### config.mk
export PLATFORM = sky130hd
export DESIGN_NAME = fp_addsub_pipe
export DESIGN_NICKNAME = d
export VERILOG_FILES = /design/src/rtl/fp_addsub_pkg.sv /design/src/rtl/fp_lzc.sv /design/src/rtl/fp_addsub_pipe.sv
export SDC_FILE = /design/constraint.sdc
export NUM_CORES = 1
export LEC_CHECK = 0
export BUFFER_PORTS_ARGS = -buffer_cell sky130_fd_sc_hd__buf_2
export CORE_AREA = 2 2 158 176
export CTS_BUF_LIST = sky130_fd_sc_hd__clkbuf_4 sky130_fd_sc_hd__clkbuf_8
export DETAILED_ROUTE_END_ITERATION = 6
export DIE_AREA = 0 0 160 178
export PLACE_DENSITY = 0.73
export RECOVER_POWER = 100
export SLEW_MARGIN = 20
export SYNTH_ARGS = -nofsm -noshare
export SYNTH_HDL_FRONTEND = slang
export SYNTH_HIERARCHICAL = 1
export SYNTH_SLANG_ARGS = --single-unit
### constraint.sdc
create_clock -name Clk -period 11.68 [get_ports Clk]
set_input_delay 2.336 -clock Clk [delete_from_list [all_inputs] [get_ports Clk]]
set_output_delay 2.336 -clock Clk [all_outputs]
set_load 0.01 [all_outputs]
### src/rtl/fp_addsub_pkg.sv
// Shared flag indices, operand classes and special-value constructors for fp_addsub_pipe.
// Constructors return 64-bit patterns; callers truncate to their own word width.
package fp_addsub_pkg;

  localparam int FLAG_INVALID = 3;
  localparam int FLAG_OVF     = 2;
  localparam int FLAG_INEXACT = 1;
  localparam int FLAG_ZERO    = 0;

  typedef enum logic [1:0] {
    CLS_ZERO = 2'd0,
    CLS_FIN  = 2'd1,
    CLS_INF  = 2'd2,
    CLS_NAN  = 2'd3
  } fp_cls_e;

  function automatic logic [63:0] qnan_bits(input int exp_w, input int man_w);
    logic [63:0] r;
    r = ((64'd1 << exp_w) - 64'd1) << man_w;
    r = r | (64'd1 << (man_w - 1));
    return r;
  endfunction

  function automatic logic [63:0] inf_bits(input logic sign, input int exp_w, input int man_w);
    logic [63:0] r;
    r = ((64'd1 << exp_w) - 64'd1) << man_w;
    if (sign) r = r | (64'd1 << (exp_w + man_w));
    return r;
  endfunction

endpackage

### src/rtl/fp_lzc.sv
// Leading-zero counter, purely combinational; all-zero input returns 0 (callers
// detect zero separately). No state, no backpressure.
module fp_lzc #(
  parameter int WIDTH = 27,
  parameter int CW    = $clog2(WIDTH)
) (
  input  logic [WIDTH-1:0] din,
  output logic [CW-1:0]    cnt
);

  logic found;

  always_comb begin
    cnt   = '0;
    found = 1'b0;
    for (int i = WIDTH - 1; i >= 0; i--) begin
      if (!found && din[i]) begin
        cnt   = CW'(WIDTH - 1 - i);
        found = 1'b1;
      end
    end
  end

endmodule

### src/rtl/fp_addsub_pipe.sv
// Streaming FP add/sub (align -> add/normalise -> RNE round), flush-to-zero, 1 result/cycle.
// Latency 3 edges from accept; whole pipe freezes while out_valid & ~out_ready.
module fp_addsub_pipe #(
  parameter int EXP_W = 8,
  parameter int MAN_W = 23
) (
  input  logic                 Clk,
  input  logic                 Reset,
  input  logic                 in_valid,
  output logic                 in_ready,
  input  logic [EXP_W+MAN_W:0] A,
  input  logic [EXP_W+MAN_W:0] B,
  input  logic                 Op,
  output logic                 out_valid,
  input  logic                 out_ready,
  output logic [EXP_W+MAN_W:0] Result,
  output logic [3:0]           Flags
);
  import fp_addsub_pkg::*;

  localparam int W   = 1 + EXP_W + MAN_W;
  localparam int SW  = MAN_W + 4;  // hidden + fraction + guard + round + sticky
  localparam int LZW = $clog2(SW);
  localparam int XW  = ((EXP_W > LZW) ? EXP_W : LZW) + 2;
  localparam logic [31:0]      SAT       = 32'(MAN_W + 3);
  localparam logic [EXP_W-1:0] EXP_ONES  = '1;
  localparam logic [XW-1:0]    EXP_MAX_X = {{(XW-EXP_W){1'b0}}, EXP_ONES};
  localparam logic [W-1:0]     QNAN      = W'(qnan_bits(EXP_W, MAN_W));

  typedef struct packed {
    logic             spec;
    logic [W-1:0]     spec_res;
    logic [3:0]       spec_flg;
    logic             sign;
    logic             zsign;
    logic             eff_sub;
    logic [EXP_W-1:0] exp;
    logic [SW-1:0]    sig_x;
    logic [SW-1:0]    sig_y;
  } s1_t;

  typedef struct packed {
    logic          spec;
    logic [W-1:0]  spec_res;
    logic [3:0]    spec_flg;
    logic          sign;
    logic          is_zero;
    logic [XW-1:0] exp;   // two's complement, may go <= 0 before underflow check
    logic [SW-1:0] norm;
  } s2_t;

  function automatic fp_cls_e cls_of(input logic [EXP_W-1:0] e, input logic [MAN_W-1:0] f);
    if (e == '0)            return CLS_ZERO;
    else if (e == EXP_ONES) return (f == '0) ? CLS_INF : CLS_NAN;
    else                    return CLS_FIN;
  endfunction

  logic v1, v2, v3, stall;
  s1_t  s1_n, s1_q;
  s2_t  s2_n, s2_q;

  assign stall     = v3 & ~out_ready;
  assign in_ready  = Reset & ~stall;
  assign out_valid = v3;

  // ---------------- stage 1: classify, swap, align ----------------
  logic               sa, sb, sx, eff;
  logic [EXP_W-1:0]   ea, eb, ex, ey, d;
  logic [MAN_W-1:0]   fa, fb, fx, fy;
  fp_cls_e            ca, cb, cx, cy;
  logic [W-2:0]       mag_a, mag_b;
  logic [2*MAN_W+3:0] wide_y, shf_y;
  logic               sticky;

  always_comb begin
    sa = A[W-1];
    ea = A[W-2:MAN_W];
    fa = A[MAN_W-1:0];
    sb = B[W-1] ^ Op;
    eb = B[W-2:MAN_W];
    fb = B[MAN_W-1:0];
    ca = cls_of(ea, fa);
    cb = cls_of(eb, fb);
    eff   = sa ^ sb;
    mag_a = (ca == CLS_ZERO) ? '0 : {ea, fa};
    mag_b = (cb == CLS_ZERO) ? '0 : {eb, fb};
    if (mag_a >= mag_b) begin
      sx = sa; ex = ea; fx = fa; cx = ca; ey = eb; fy = fb; cy = cb;
    end else begin
      sx = sb; ex = eb; fx = fb; cx = cb; ey = ea; fy = fa; cy = ca;
    end
    d      = ex - ey;
    wide_y = (cy == CLS_ZERO) ? '0 : {1'b1, fy, {(MAN_W+3){1'b0}}};
    // The low MAN_W+1 bits of the wide vector catch everything shifted past round.
    if (32'(d) > SAT) begin
      shf_y  = '0;
      sticky = |wide_y;
    end else begin
      shf_y  = wide_y >> d;
      sticky = |shf_y[MAN_W:0];
    end

    s1_n          = '0;
    s1_n.sign     = sx;
    s1_n.zsign    = sa & sb;
    s1_n.eff_sub  = eff;
    s1_n.exp      = ex;
    s1_n.sig_x    = (cx == CLS_ZERO) ? '0 : {1'b1, fx, 3'b000};
    s1_n.sig_y    = {shf_y[2*MAN_W+3:MAN_W+1], sticky};
    if (ca == CLS_NAN || cb == CLS_NAN) begin
      s1_n.spec     = 1'b1;
      s1_n.spec_res = QNAN;
    end else if (ca == CLS_INF && cb == CLS_INF && eff) begin
      s1_n.spec                   = 1'b1;
      s1_n.spec_res               = QNAN;
      s1_n.spec_flg[FLAG_INVALID] = 1'b1;
    end else if (ca == CLS_INF) begin
      s1_n.spec     = 1'b1;
      s1_n.spec_res = W'(inf_bits(sa, EXP_W, MAN_W));
    end else if (cb == CLS_INF) begin
      s1_n.spec     = 1'b1;
      s1_n.spec_res = W'(inf_bits(sb, EXP_W, MAN_W));
    end
  end

  // ---------------- stage 2: add/sub and normalise ----------------
  logic [SW:0]    sum;
  logic [LZW-1:0] lz;
  logic [XW-1:0]  e_ext;

  fp_lzc #(.WIDTH(SW), .CW(LZW)) u_lzc (
    .din (sum[SW-1:0]),
    .cnt (lz)
  );

  always_comb begin
    e_ext = XW'(s1_q.exp);
    sum   = s1_q.eff_sub ? ({1'b0, s1_q.sig_x} - {1'b0, s1_q.sig_y})
                         : ({1'b0, s1_q.sig_x} + {1'b0, s1_q.sig_y});
    s2_n          = '0;
    s2_n.spec     = s1_q.spec;
    s2_n.spec_res = s1_q.spec_res;
    s2_n.spec_flg = s1_q.spec_flg;
    s2_n.is_zero  = (sum == '0);
    s2_n.sign     = s2_n.is_zero ? s1_q.zsign : s1_q.sign;
    if (sum[SW]) begin
      s2_n.norm = {sum[SW:2], |sum[1:0]};
      s2_n.exp  = e_ext + XW'(1);
    end else begin
      s2_n.norm = sum[SW-1:0] << lz;
      s2_n.exp  = e_ext - XW'(lz);
    end
  end

  // ---------------- stage 3: round to nearest even ----------------
  logic               g, r, s, inc, underflow;
  logic [MAN_W+1:0]   mant;
  logic [XW-1:0]      exp_r;
  logic [MAN_W-1:0]   frac_r;
  logic [W-1:0]       res_n;
  logic [3:0]         flg_n;

  always_comb begin
    g         = s2_q.norm[2];
    r         = s2_q.norm[1];
    s         = s2_q.norm[0];
    inc       = g & (r | s | s2_q.norm[3]);
    mant      = {1'b0, s2_q.norm[SW-1:3]} + (MAN_W+2)'(inc);
    exp_r     = s2_q.exp + XW'(mant[MAN_W+1]);
    frac_r    = mant[MAN_W+1] ? mant[MAN_W:1] : mant[MAN_W-1:0];
    underflow = s2_q.exp[XW-1] | (s2_q.exp == '0);
    res_n     = {s2_q.sign, exp_r[EXP_W-1:0], frac_r};
    flg_n     = '0;
    if (s2_q.spec) begin
      res_n = s2_q.spec_res;
      flg_n = s2_q.spec_flg;
    end else if (s2_q.is_zero) begin
      res_n            = {s2_q.sign, {(W-1){1'b0}}};
      flg_n[FLAG_ZERO] = 1'b1;
    end else if (underflow) begin
      res_n               = {s2_q.sign, {(W-1){1'b0}}};
      flg_n[FLAG_ZERO]    = 1'b1;
      flg_n[FLAG_INEXACT] = 1'b1;
    end else if (exp_r >= EXP_MAX_X) begin
      res_n               = W'(inf_bits(s2_q.sign, EXP_W, MAN_W));
      flg_n[FLAG_OVF]     = 1'b1;
      flg_n[FLAG_INEXACT] = 1'b1;
    end else begin
      flg_n[FLAG_INEXACT] = g | r | s;
    end
  end

  always_ff @(posedge Clk) begin
    if (!Reset) begin
      v1     <= 1'b0;
      v2     <= 1'b0;
      v3     <= 1'b0;
      Result <= '0;
      Flags  <= '0;
    end else if (!stall) begin
      v1   <= in_valid & in_ready;
      v2   <= v1;
      v3   <= v2;
      s1_q <= s1_n;
      s2_q <= s2_n;
      if (v2) begin
        Result <= res_n;
        Flags  <= flg_n;
      end
    end
  end

endmodule

After elaboration in Yosys (flattened, before gate mapping) --
Cells that the tools add are included.
Storage, ports and cells: register bits after elaboration 211, input bits 69, word-level logic and storage cells 221
Cells by class: add/subtract/negate cells 7, order comparisons 3, equality and inequality tests 6, shift-type cells 2, muxes and demuxes 93, bitwise logic cells 14, reduce and logical (&&, ||, !) cells 72
Operators by type and width (count):
- two-way mux 32 bit | 8
- two-way mux 23 bit | 3
- two-way mux 31 bit | 2
- two-way mux 5 bit | 11
- two-way mux 50 bit | 1
- OR reduction 50 bit | 1
- right shift 50 x 8 -> 50 bit | 1
- logical NOT 23 bit | 2
- two-way mux 1 bit | 40
- two-way mux 37 bit | 1
- two-way mux 33 bit | 1
- two-way mux 4 bit | 8
- greater-or-equal comparator 31 bit | 1
- adder 27 x 27 -> 28 bit | 1
- logical AND 1 bit | 28
- logical NOT 28 bit | 1
- two-way mux 28 bit | 1
- subtractor 27 x 27 -> 28 bit | 1
- two-way mux 27 bit | 1
- left shift 27 x 5 -> 27 bit | 1
- logical NOT 1 bit | 26
- adder 24 x 1 -> 25 bit | 1
- OR reduction 24 bit | 1
- two-way mux 2 bit | 9
- other kinds (21) | 46

Depth between registers and ports, before layout --
Gate-level depths: netlist of the first run.
depth after elaboration 83, depth in mapped cells 40

Modules after synthesis --
The synthesis of the first run kept the hierarchy.
Modules (own cells, without submodules):
- fp_addsub_pipe | times used 1, cells an instance 1709, area each 14186.1 um^2, sequential area each 4113.9 um^2
- fp_lzc | times used 1, cells an instance 56, area each 336.6 um^2, sequential area each 0.0 um^2

Least setup slack after synthesis of the first run --
Ideal clock, no wire load.
kind input-to-reg, from in A[27], to reg s1_q[0] in the netlist's numbering (data pin), data arrival time 8.162 ns, path slack 3.247 ns, stages on the path 26, path buffers 9, cells stage by stage clkbuf_1 nor4_1 nand2_1 clkbuf_1 and2_1 ha_1 nand4_1 nor2_2 nand2_1 o21a_1 o21ai_4 buf_4 buf_2 clkbuf_1 clkbuf_1 a21oi_1 ha_1 clkbuf_1 clkinv_1 buf_1 clkbuf_1 mux4_2 nand4b_1 a32o_1 nor4_1 a31oi_1
RTL lines:
- start: declaration | line fp_addsub_pipe.sv:11 | input logic [EXP_W+MAN_W:0] A,
- end signal: assignment | line fp_addsub_pipe.sv:204 | s1_q <= s1_n;
- end: declaration | line fp_addsub_pipe.sv:59 | s1_t s1_n, s1_q;

Worst setup path after layout of the first run --
from in A[27], to reg s1_q[14] in the netlist's numbering (data pin)
On the way: word-level cells in the longest chain between the ends 10
Ends and longest elaborated chain:
- branches (longest 10 deep; another with greater-or-equal comparator 31 bit)
Several ways; the timed one is not identified. A chain may end at the register's enable or synchronous reset.

==> impl_metrics.tcl, run 1 <==
set metrics [dict create \
    drv_slew 176 \
    die_y_microns 178 \
    p_leak_nw 6.09 \
    p_per_area_mw_per_mm2 177 \
    synthCells 1765 \
    drive_above_1_share 0.0934 \
    grtUsageMet2 0.538 \
    hold_viol 0 \
    post_cts.repair.setup_buffers 0 \
    portBuffers 106 \
    hold_start "s1_q[91]" \
    violations "DRC, capacitance limit, slew limit" \
    diodes 0 \
    clkSinkCount 150 \
    hold_class "reg -> reg" \
    postSynthAreaPerCell_sq_um 8.23 \
    initial_core_util 0.545 \
    setup.worst_path.start_class "input port" \
    layout_commonest_cell "nand2_1" \
    skew_ns 0.0202 \
    dr.pass1.iters 7 \
    postRouteAntennaNets 0 \
    cts_resized 0 \
    rsz0062_at_grt "no" \
    wirelength_mm 42.8 \
    path_class "in -> reg" \
    wire_per_inst_microns 19.6 \
    rr_worst_depth 31 \
    whs_path_depth 0 \
    max_freq_mhz 99.8 \
    timing.rr.start "s1_q[0]" \
    synthArstFlopShare 0 \
    post-route-period-util 0.858 \
    holdPathEnd "s2_q[65]" \
    grt_pass1_vias 12702 \
    syn_area_sq_mm 0.0145 \
    yosys_warnings 6 \
    max-cap-violations 4 \
    crit_arrival_ns 10.30 \
    use_met3 0.0405 \
    synth_seq_cells 150 \
    cts_buffer_depth 2 \
    io_pins 107 \
    ys.flop_type "edfxtp_1" \
    overflow 0 \
    max_slew.worst_pin.slew_ns 2.84 \
    dieArea_sq_mm 0.0285 \
    fin_ws_ns 1.66 \
    slew_headroom -0.892 \
    cts_tree "built" \
    insertion_delay_ns 0.48 \
    fill_cells 2473 \
    gr-usage-all-layers 0.297 \
    cts_hold_buf 0 \
    drt_iter0_drc 1292 \
    syn_to_final_growth_pct 6.83 \
    dp_hpwl_mm 33.1 \
    grt_pass1_wl_mm 67.2 \
    cts_made_buffers 17 \
    cp-end-kind "flop" \
    place.gp.congestion 0.976 \
    num_vias 13528 \
    root_buffer "clkbuf_8" \
    r2r-end "s2_q[25]" \
    grt_max_degree 71 \
    synth_nets 1902 \
    required_ns 11.97 \
    dpl_worst_slack_ns 2.20 \
    synth_cell_type_count 107 \
    rows 63 \
    ir_drop_v 0.0000939 \
    r2r_slack_ns 1.74 \
    grt_most_used_layer "met2" \
    die_w_microns 160 \
    fin_crit_ns 10.02 \
    core-area_sq_mm 0.0266 \
    via_per_inst 6.21 \
    drc 6 \
    seq_area_frac_synth 0.283 \
    crit_path_max_fanout 26 \
    antenna_found_initial 0 \
    layout_common_cells "nand2_1 (219), nor2_1 (160), mux2i_1 (137), a21oi_1 (133), edfxtp_1 (111)" \
    synth_edf_count 111 \
    fin_tns_setup_ns 0 \
    met1_usage 0.345 \
    setup_viol 0 \
    h-tree-depth 4 \
    outcome "finished, violations left" \
    clkTransAtPathRegs_ns 0.09 \
    fin_nets 1946 \
]
[worst max-delay path by stage]
stage / depth (start not counted) / end / from
CTS: 20 / s1_q[0] / A[27]
global route: 31 / s2_q[25] / s1_q[0]
global placement: 20 / s1_q[0] / A[27]
finish: 21 / s1_q[14] / A[27]
detailed placement: 20 / s1_q[0] / A[27]
floorplan: 26 / s1_q[0] / A[27]
[final cells by class]
| cell class | instances | area, sq um | area share |
|---|---|---|---|
| multi-input cells | 1459 | 9740 | 0.628 |
| inverters | 57 | 214 | 0.0138 |
| flip-flops and latches | 150 | 4110 | 0.265 |
| well taps | 357 | 447 | 0.0288 |
| clock buffers | 17 | 234 | 0.0151 |
| clock inverters | 14 | 175 | 0.0113 |
| repair buffers | 124 | 592 | 0.0381 |
[cell families (layout without fill, tap and decap cells)]
group / after synthesis / count (layout) / share of synthesized area
AO/OA/AOI/OAI: 460 / 460 / 0.211
adder cells (fa/ha/maj): 68 / 68 / 0.0591
buffers and inverters: 156 / 212 / 0.0446
multiplexers: 161 / 161 / 0.116
XOR/XNOR: 91 / 91 / 0.0549
AND/OR/NAND/NOR: 679 / 679 / 0.231
flip-flops: 150 / 150 / 0.283
[stage by stage]
stage / power (W) / area, sq um / instances / utilization / hold WS (ns)
after CTS: 0.00273 / 15700 / 2178 / 0.588 / 0.421
final: 0.00275 / 15500 / 2178 / 0.582 / 0.422
after global placement: 0.00229 / 15200 / 2147 / 0.572 / 0.402
after floorplan: 0.00192 / 14500 / 1765 / - / 0.400
after global routing: 0.00292 / 15500 / 2178 / 0.582 / 0.429
after detailed placement: 0.00230 / 15200 / 2147 / 0.572 / 0.405
[cell usage after synthesis (8+ instances only)]
cell	count	area, sq um
nor4_1	34	213
o21a_1	16	120
o21ai_0	101	505
nor2b_1	37	231
a211oi_1	13	97.6
a22oi_1	16	120
o22ai_1	8	50.1
xnor2_1	66	578
clkbuf_1	71	267
nand2_1	219	822
nand4_1	17	106
nor2_1	160	601
and3_1	15	93.8
a31oi_1	30	188
ha_1	67	838
nand3_1	46	230
dfxtp_1	39	781
or3_1	10	62.6
or2_2	8	50.1
a21o_1	12	90.1
inv_1	56	210
a21oi_1	133	666
o31ai_1	11	82.6
mux2i_1	138	1380
nand2b_1	12	75.1
nor3_1	35	175
o21bai_1	9	67.6
mux2_2	18	203
and2_1	41	257
o211ai_1	12	90.1
buf_2	14	70.1
xor2_1	25	219
edfxtp_1	111	3330
[critical path: stages]
cell and delay [ns]:
clkbuf_1 0.21, nor4_1 0.47, nand2_1 0.56, and2_0 0.37, ha_1 0.34, a21oi_1 0.14, o21ai_0 0.19, a221oi_1 0.32
o21ai_0 0.39, a21oi_1 1.49, clkbuf_1 0.88, o21ai_1 0.16, o32ai_1 0.35, xor2_1 0.20, clkbuf_1 0.60, o2111ai_1 0.22
mux2i_1 0.18, buf_4 0.23, and2_1 0.19, nand2_1 0.16, a211oi_1 0.30
[layer usage]
metal  vias to the layer above  wire length (microns)
met3                       132                   2280
li1                       6609                      -
met5                         -                      0
met1                      6280                  17200
met4                         0                   2130
met2                       507                  21100
[state kept, by name, indices dropped and copies added, names as in the netlist]
signal     count
s2_q          41
out_valid      1
Result        32
r              1
s1_q          59
v2             1
v1             1
e_ext          8
s              1
g              1
Flags          4
[power breakdown]
group | total [W] | internal (W) | leakage [nW] | switching [W]
combinational | 0.00156 | 0.000584 | 4.47 | 0.000979
clock | 0.000425 | 0.000213 | 0.202 | 0.000212
sequential | 0.000759 | 0.000692 | 1.42 | 0.0000676
(Power assumes the default switching activity.)
==> run 2, diff against run 1 <==
--- a/config.mk
+++ b/config.mk
@@ -10,7 +10,7 @@
 export CTS_BUF_LIST = sky130_fd_sc_hd__clkbuf_4 sky130_fd_sc_hd__clkbuf_8
 export DETAILED_ROUTE_END_ITERATION = 6
 export DIE_AREA = 0 0 160 178
-export PLACE_DENSITY = 0.73
+export PLACE_DENSITY_LB_ADDON = 0.1
 export RECOVER_POWER = 100
 export SLEW_MARGIN = 20
 export SYNTH_ARGS = -nofsm -noshare
==> constraint.sdc (replaced) <==
create_clock -name Clk -period 9.6 [get_ports Clk]
set_input_delay 1.92 -clock Clk [delete_from_list [all_inputs] [get_ports Clk]]
set_output_delay 1.92 -clock Clk [all_outputs]
set_load 0.01 [all_outputs]
==> run 2 against run 1 <==
  * Count of clock-buffer cells in the layout up 4
  * The flow finishes with violations (capacitance limit, slew limit)
  * Power rose by 21%
  * Flip-flop and latch count is the same
  * Via count up 1.0%
  * Hold slack improved by 0.0040 ns
  * Clock power grew 20%
  * First-iteration DRC count shrank 9.8%
  * Global-route usage increased by 0.95 points
==> impl_metrics.tcl, run 2 (synthesized netlist as in run 1, its figures left out) <==
set metrics [dict create \
    outcome "finished, violations left" \
    violations "capacitance limit, slew limit" \
    multi_input_area_sq_mm 0.00977 \
    dr.pass1.iters 6 \
    rsz0062_at_grt "no" \
    cts_buffer_depth 2 \
    grt_max_degree 71 \
    fill_cells 2522 \
    drive_above_1_share 0.0951 \
    path_cells "buf_2 > nor4_1 > nand2_1 > and2_1 > ha_1 > a21oi_1 > o21ai_1 > a221oi_2 > nand2_1 > a21oi_1 > clkbuf_1 > mux2i_1 > mux2i_1 > o21ai_0 > o32a_1 > a2111oi_2 > nor2_1 > o41ai_2 > a31oi_1" \
    max_freq_mhz 114 \
    core-area_sq_mm 0.0266 \
    skew_ns 0.0148 \
    path_class "in -> reg" \
    max_slew.worst_pin.slew_ns 3.54 \
    whs_path_depth 0 \
    cts_hold_buf 0 \
    ff_latch_area_sq_mm 0.00411 \
    gr-usage-all-layers 0.306 \
    die_y_microns 178 \
    antenna_found_initial 0 \
    h-tree-depth 4 \
    grt_pass1_vias 12730 \
    post_cts.repair.setup_buffers 0 \
    rr_worst_depth 30 \
    timing.rr.start "s1_q[0]" \
    cp-end-kind "flop" \
    p_per_area_mw_per_mm2 215 \
    post-route-period-util 0.911 \
    p_leak_nw 6.10 \
    grt_pass1_wl_mm 68.4 \
    hold_viol 0 \
    dp_hpwl_mm 34.2 \
    slew_headroom -1.36 \
    die_w_microns 160 \
    crit_path_max_fanout 32 \
    largest_reg_flops 59 \
    drc 0 \
    num_vias 13668 \
    holdPathEnd "s2_q[74]" \
    overflow 0 \
    root_buffer "clkbuf_8" \
    io_pins 107 \
    fin_nets 1944 \
    reg.largest.list "s1_q x59, s2_q x41, Result x32" \
    syn_to_final_growth_pct 6.92 \
    critPathMaxStageDelay_ns 1.26 \
    r2r_slack_ns 1.21 \
    wire_per_inst_microns 20.3 \
    hold_class "reg -> reg" \
    clkSinkCount 150 \
    crit_arrival_ns 8.95 \
    drt_iter0_drc 1166 \
    wirelength_mm 44.2 \
    layout_commonest_cell "nand2_1" \
    setup.worst_path.start_class "input port" \
    cts_resized 0 \
    whs_ns 0.426 \
    required_ns 9.80 \
    postRouteAntennaNets 0 \
    cpMaxStageDelayCell "clkbuf_1" \
    hold_start "s1_q[100]" \
    insertion_delay_ns 0.47 \
    ir_drop_v 0.0000940 \
    drv_slew 148 \
    via_per_inst 6.28 \
    initial_core_util 0.545 \
    setup_viol 0 \
    layout_common_cells "nand2_1 (219), nor2_1 (160), mux2i_1 (138), a21oi_1 (133), edfxtp_1 (111)" \
    fin_tns_setup_ns 0 \
    fin_crit_ns 8.75 \
    max-cap-violations 3 \
    place.gp.congestion 0.958 \
    cts_tree "built" \
    rows 63 \
    clkTransAtPathRegs_ns 0.09 \
    regMostFlops "s1_q" \
    r2r-end "s2_q[25]" \
    cts_made_buffers 17 \
    dieArea_sq_mm 0.0285 \
    portBuffers 106 \
    diodes 0 \
]
==> run 2: cell count changes in the layout (fill, tap and decap cells not counted), moves of 2 or more <==
cell,change
clkinv_1,-2
mux2_2,-2
buf_4,-3
clkbuf_4,+3
mux2_1,+2
==> run 2: worst max path at each step <==
stage	startpoint	to	depth (start not counted)
2_1_floorplan	A[27]	s1_q[0]	26
3_3_place_gp	A[23]	s1_q[0]	20
3_5_place_dp	A[23]	s1_q[0]	20
4_1_cts	A[23]	s1_q[0]	20
5_1_grt	B[23]	s1_q[0]	19
6_report	A[23]	s1_q[0]	19
==> run 2: metrics by stage <==
step / total power (W) / setup WS [ns] / std cells / instance area, sq um / util
3_3_place_gp: 0.00281 / 1.12 / 2145 / 15200 / 0.572
4_1_cts: 0.00333 / 1.44 / 2177 / 15600 / 0.587
5_1_grt: 0.00356 / 0.503 / 2177 / 15500 / 0.583
6_report: 0.00333 / 0.850 / 2177 / 15500 / 0.583
3_5_place_dp: 0.00281 / 1.01 / 2145 / 15200 / 0.572
2_1_floorplan: 0.00234 / 1.58 / 1765 / 14500 / -
==> run 2: worst max-delay path, delay by kind of cell <==
| kind | cells | cell delay, ns |
|---|---|---|
| compound gates | 9 | 2.76 |
| simple gates | 5 | 1.54 |
| fa+ha+maj | 1 | 0.33 |
| buf+inv | 2 | 1.45 |
| mux | 2 | 0.93 |
==> run 2: final cells by class <==
class / instances / area share
repair buffers: 122 / 0.0370
inverters: 57 / 0.0138
well taps: 357 / 0.0288
flip-flops and latches: 150 / 0.265
clock buffers: 21 / 0.0174
clock inverters: 11 / 0.00894
multi-input cells: 1459 / 0.629
==> run 2: power breakdown <==
part	switching, W	internal [W]	leakage (nW)
sequential	0.0000872	0.000842	1.42
combinational	0.00119	0.000701	4.47
clock	0.000256	0.000252	0.204
==> run 2: per-layer routing <==
metal  part of all wire  global-route usage  vias to the layer above
met4              0.045               0.154                        0
met1               0.40               0.359                     6393
met5                  0                   0                        -
met2               0.50               0.553                      554
met3              0.054              0.0398                      120
li1                   -                   -                     6601
==> run 3, diff against run 2 <==
--- a/config.mk
+++ b/config.mk
@@ -6,10 +6,10 @@
 export NUM_CORES = 1
 export LEC_CHECK = 0
 export BUFFER_PORTS_ARGS = -buffer_cell sky130_fd_sc_hd__buf_2
-export CORE_AREA = 2 2 158 176
+export CORE_AREA = 2 2 166 184
 export CTS_BUF_LIST = sky130_fd_sc_hd__clkbuf_4 sky130_fd_sc_hd__clkbuf_8
 export DETAILED_ROUTE_END_ITERATION = 6
-export DIE_AREA = 0 0 160 178
+export DIE_AREA = 0 0 168 186
 export PLACE_DENSITY_LB_ADDON = 0.1
 export RECOVER_POWER = 100
 export SLEW_MARGIN = 20
==> run 3 against run 2 <==
  * Largest cell class unchanged
  * Via count fell by 0.89%
  * Sequential power barely moved
  * The run still ends with capacitance limit, slew limit left
  * First-iteration DRC count up 3.8%
==> impl_metrics.tcl, run 3 (synthesized netlist as in run 1, its figures left out) <==
set metrics [dict create \
    outcome "finished, violations left" \
    violations "capacitance limit, slew limit" \
    path_cells "clkbuf_1 > nor4_1 > nand2_1 > nand2_1 > ha_1 > a21oi_1 > o21ai_0 > a221oi_1 > o21a_1 > o2111a_1 > a21oi_1 > ha_1 > clkbuf_2 > clkinv_1 > mux2i_1 > nand3_1 > a2111o_1 > a2111oi_2 > nor2_1 > o41ai_2 > a31oi_1" \
    cts_made_buffers 17 \
    crit_path_max_fanout 25 \
    hold_viol 0 \
    cp.buffers_inverters 3 \
    cts_resized 0 \
    crit_end "s1_q[0]" \
    layout_common_cells "nand2_1 (219), nor2_1 (160), mux2i_1 (137), a21oi_1 (132), edfxtp_1 (111)" \
    ff_latch_area_sq_mm 0.00411 \
    cts_tree "built" \
    portBuffers 106 \
    ir_drop_v 0.000113 \
    p_sw_w 0.00154 \
    wire_per_inst_microns 20.5 \
    fin_crit_ns 8.58 \
    die_w_microns 168 \
    clkSinkCount 150 \
    clkTransAtPathRegs_ns 0.09 \
    grt_pass1_wl_mm 70.4 \
    grt_max_degree 71 \
    p_leak_nw 6.12 \
    insertion_delay_ns 0.49 \
    max_freq_mhz 116 \
    multi_input_area_sq_mm 0.00977 \
    largest_reg_flops 59 \
    drv_slew 115 \
    dp_hpwl_mm 34.6 \
    max_slew.worst_pin.slew_ns 3.87 \
    overflow 0 \
    fin_nets 1948 \
    rsz0062_at_grt "no" \
    gr-usage-all-layers 0.289 \
    h-tree-depth 4 \
    dr.pass1.iters 5 \
    cpMaxStageDelayCell "clkinv_1" \
    cts_buffer_depth 2 \
    die_y_microns 186 \
    slew_headroom -1.58 \
    setup_viol 0 \
    r2r_slack_ns 1.29 \
    rows 66 \
    drt_iter0_drc 1210 \
    layout_commonest_cell "nand2_1" \
    max-cap-violations 2 \
    seqPwrFrac 0.278 \
    crit_arrival_ns 8.80 \
    rr_worst_depth 32 \
    p_per_area_mw_per_mm2 215 \
    via_per_inst 6.16 \
    cts_hold_buf 0 \
    num_vias 13547 \
    dieArea_sq_mm 0.0312 \
    grt_pass1_vias 12995 \
    drive_above_1_share 0.0976 \
    diodes 0 \
    regMostFlops "s1_q" \
    p_comb_frac 0.570 \
    timing.rr.start "s1_q[0]" \
    required_ns 9.82 \
    reg.largest.list "s1_q x59, s2_q x41, Result x32" \
    antenna_found_initial 0 \
    p_int_w 0.00180 \
    root_buffer "clkbuf_8" \
    fin_ws_ns 1.02 \
    drc 0 \
    swShare 0.462 \
    post_cts.repair.setup_buffers 0 \
    initial_core_util 0.495 \
    syn_to_final_growth_pct 7.23 \
    post-route-period-util 0.894 \
    path_class "in -> reg" \
    clockPowerShare 0.152 \
    io_pins 107 \
    startpoint "B[23]" \
    crit_family "compound AO/OA/AOI/OAI gates" \
    fin_tns_setup_ns 0 \
    cp-end-kind "flop" \
    cp.depth 21 \
    dpl_worst_slack_ns 1.08 \
    hold_class "reg -> reg" \
    postRouteAntennaNets 0 \
    core-area_sq_mm 0.0293 \
    fill_cells 2894 \
    critPathMaxStageDelay_ns 0.80 \
    place.gp.congestion 0.997 \
    skew_ns 0.0234 \
    r2r-end "s2_q[26]" \
    setup.worst_path.start_class "input port" \
    wirelength_mm 45.1 \
]
-- run 3: changes by cell type in the layout (fill, tap and decap cells not counted), sizes merged --
cell and change:
buf +4, clkinv +2, clkinvlp -2, clkbuf +1, inv -1
-- run 3: layout make-up --
class	count	area share
multi-input combinational	1459	0.628
sequential	150	0.264
timing repair buffer	126	0.0389
tap	374	0.0300
clock buffer	22	0.0178
inverter	57	0.0137
clock inverter	10	0.00771
-- run 3: worst min-delay path by stage --
| stage | startpoint | end | cells after the start |
|---|---|---|---|
| 2_1_floorplan | s1_q[68] | s2_q[42] | 0 |
| 3_3_place_gp | s1_q[100] | s2_q[74] | 0 |
| 3_5_place_dp | s1_q[101] | s2_q[75] | 0 |
| 4_1_cts | s1_q[101] | s2_q[75] | 0 |
| 5_1_grt | s1_q[100] | s2_q[74] | 0 |
| 6_report | s1_q[101] | s2_q[75] | 0 |
-- run 3: through the flow --
| step | instances | cell area, sq um | power [W] | util | hold WS (ns) |
|---|---|---|---|---|---|
| final | 2198 | 15600 | 0.00334 | 0.531 | 0.414 |
| after CTS | 2198 | 15700 | 0.00333 | 0.535 | 0.415 |
| after global routing | 2198 | 15600 | 0.00357 | 0.531 | 0.427 |
| after detailed placement | 2166 | 15300 | 0.00282 | 0.521 | 0.405 |
| after floorplan | 1765 | 14500 | 0.00234 | - | 0.400 |
| after global placement | 2166 | 15300 | 0.00281 | 0.521 | 0.402 |
-- run 3: power groups by stage --
stage / Clock (W) / Sequential [W] / Combinational [W]
6_report: 0.000508 / 0.000928 / 0.00191
3_5_place_dp: 0 / 0.000938 / 0.00188
5_1_grt: 0.000544 / 0.000940 / 0.00208
4_1_cts: 0.000517 / 0.000923 / 0.00189
2_1_floorplan: 0 / 0.000915 / 0.00142
3_3_place_gp: 0 / 0.000934 / 0.00188
-- run 3: routing by layer --
| layer | share of wire | vias up | GRT usage |
|---|---|---|---|
| met3 | 0.044 | 138 | 0.0351 |
| met2 | 0.50 | 446 | 0.524 |
| met5 | 0 | - | 0 |
| met1 | 0.40 | 6352 | 0.330 |
| li1 | - | 6611 | - |
| met4 | 0.056 | 0 | 0.168 |
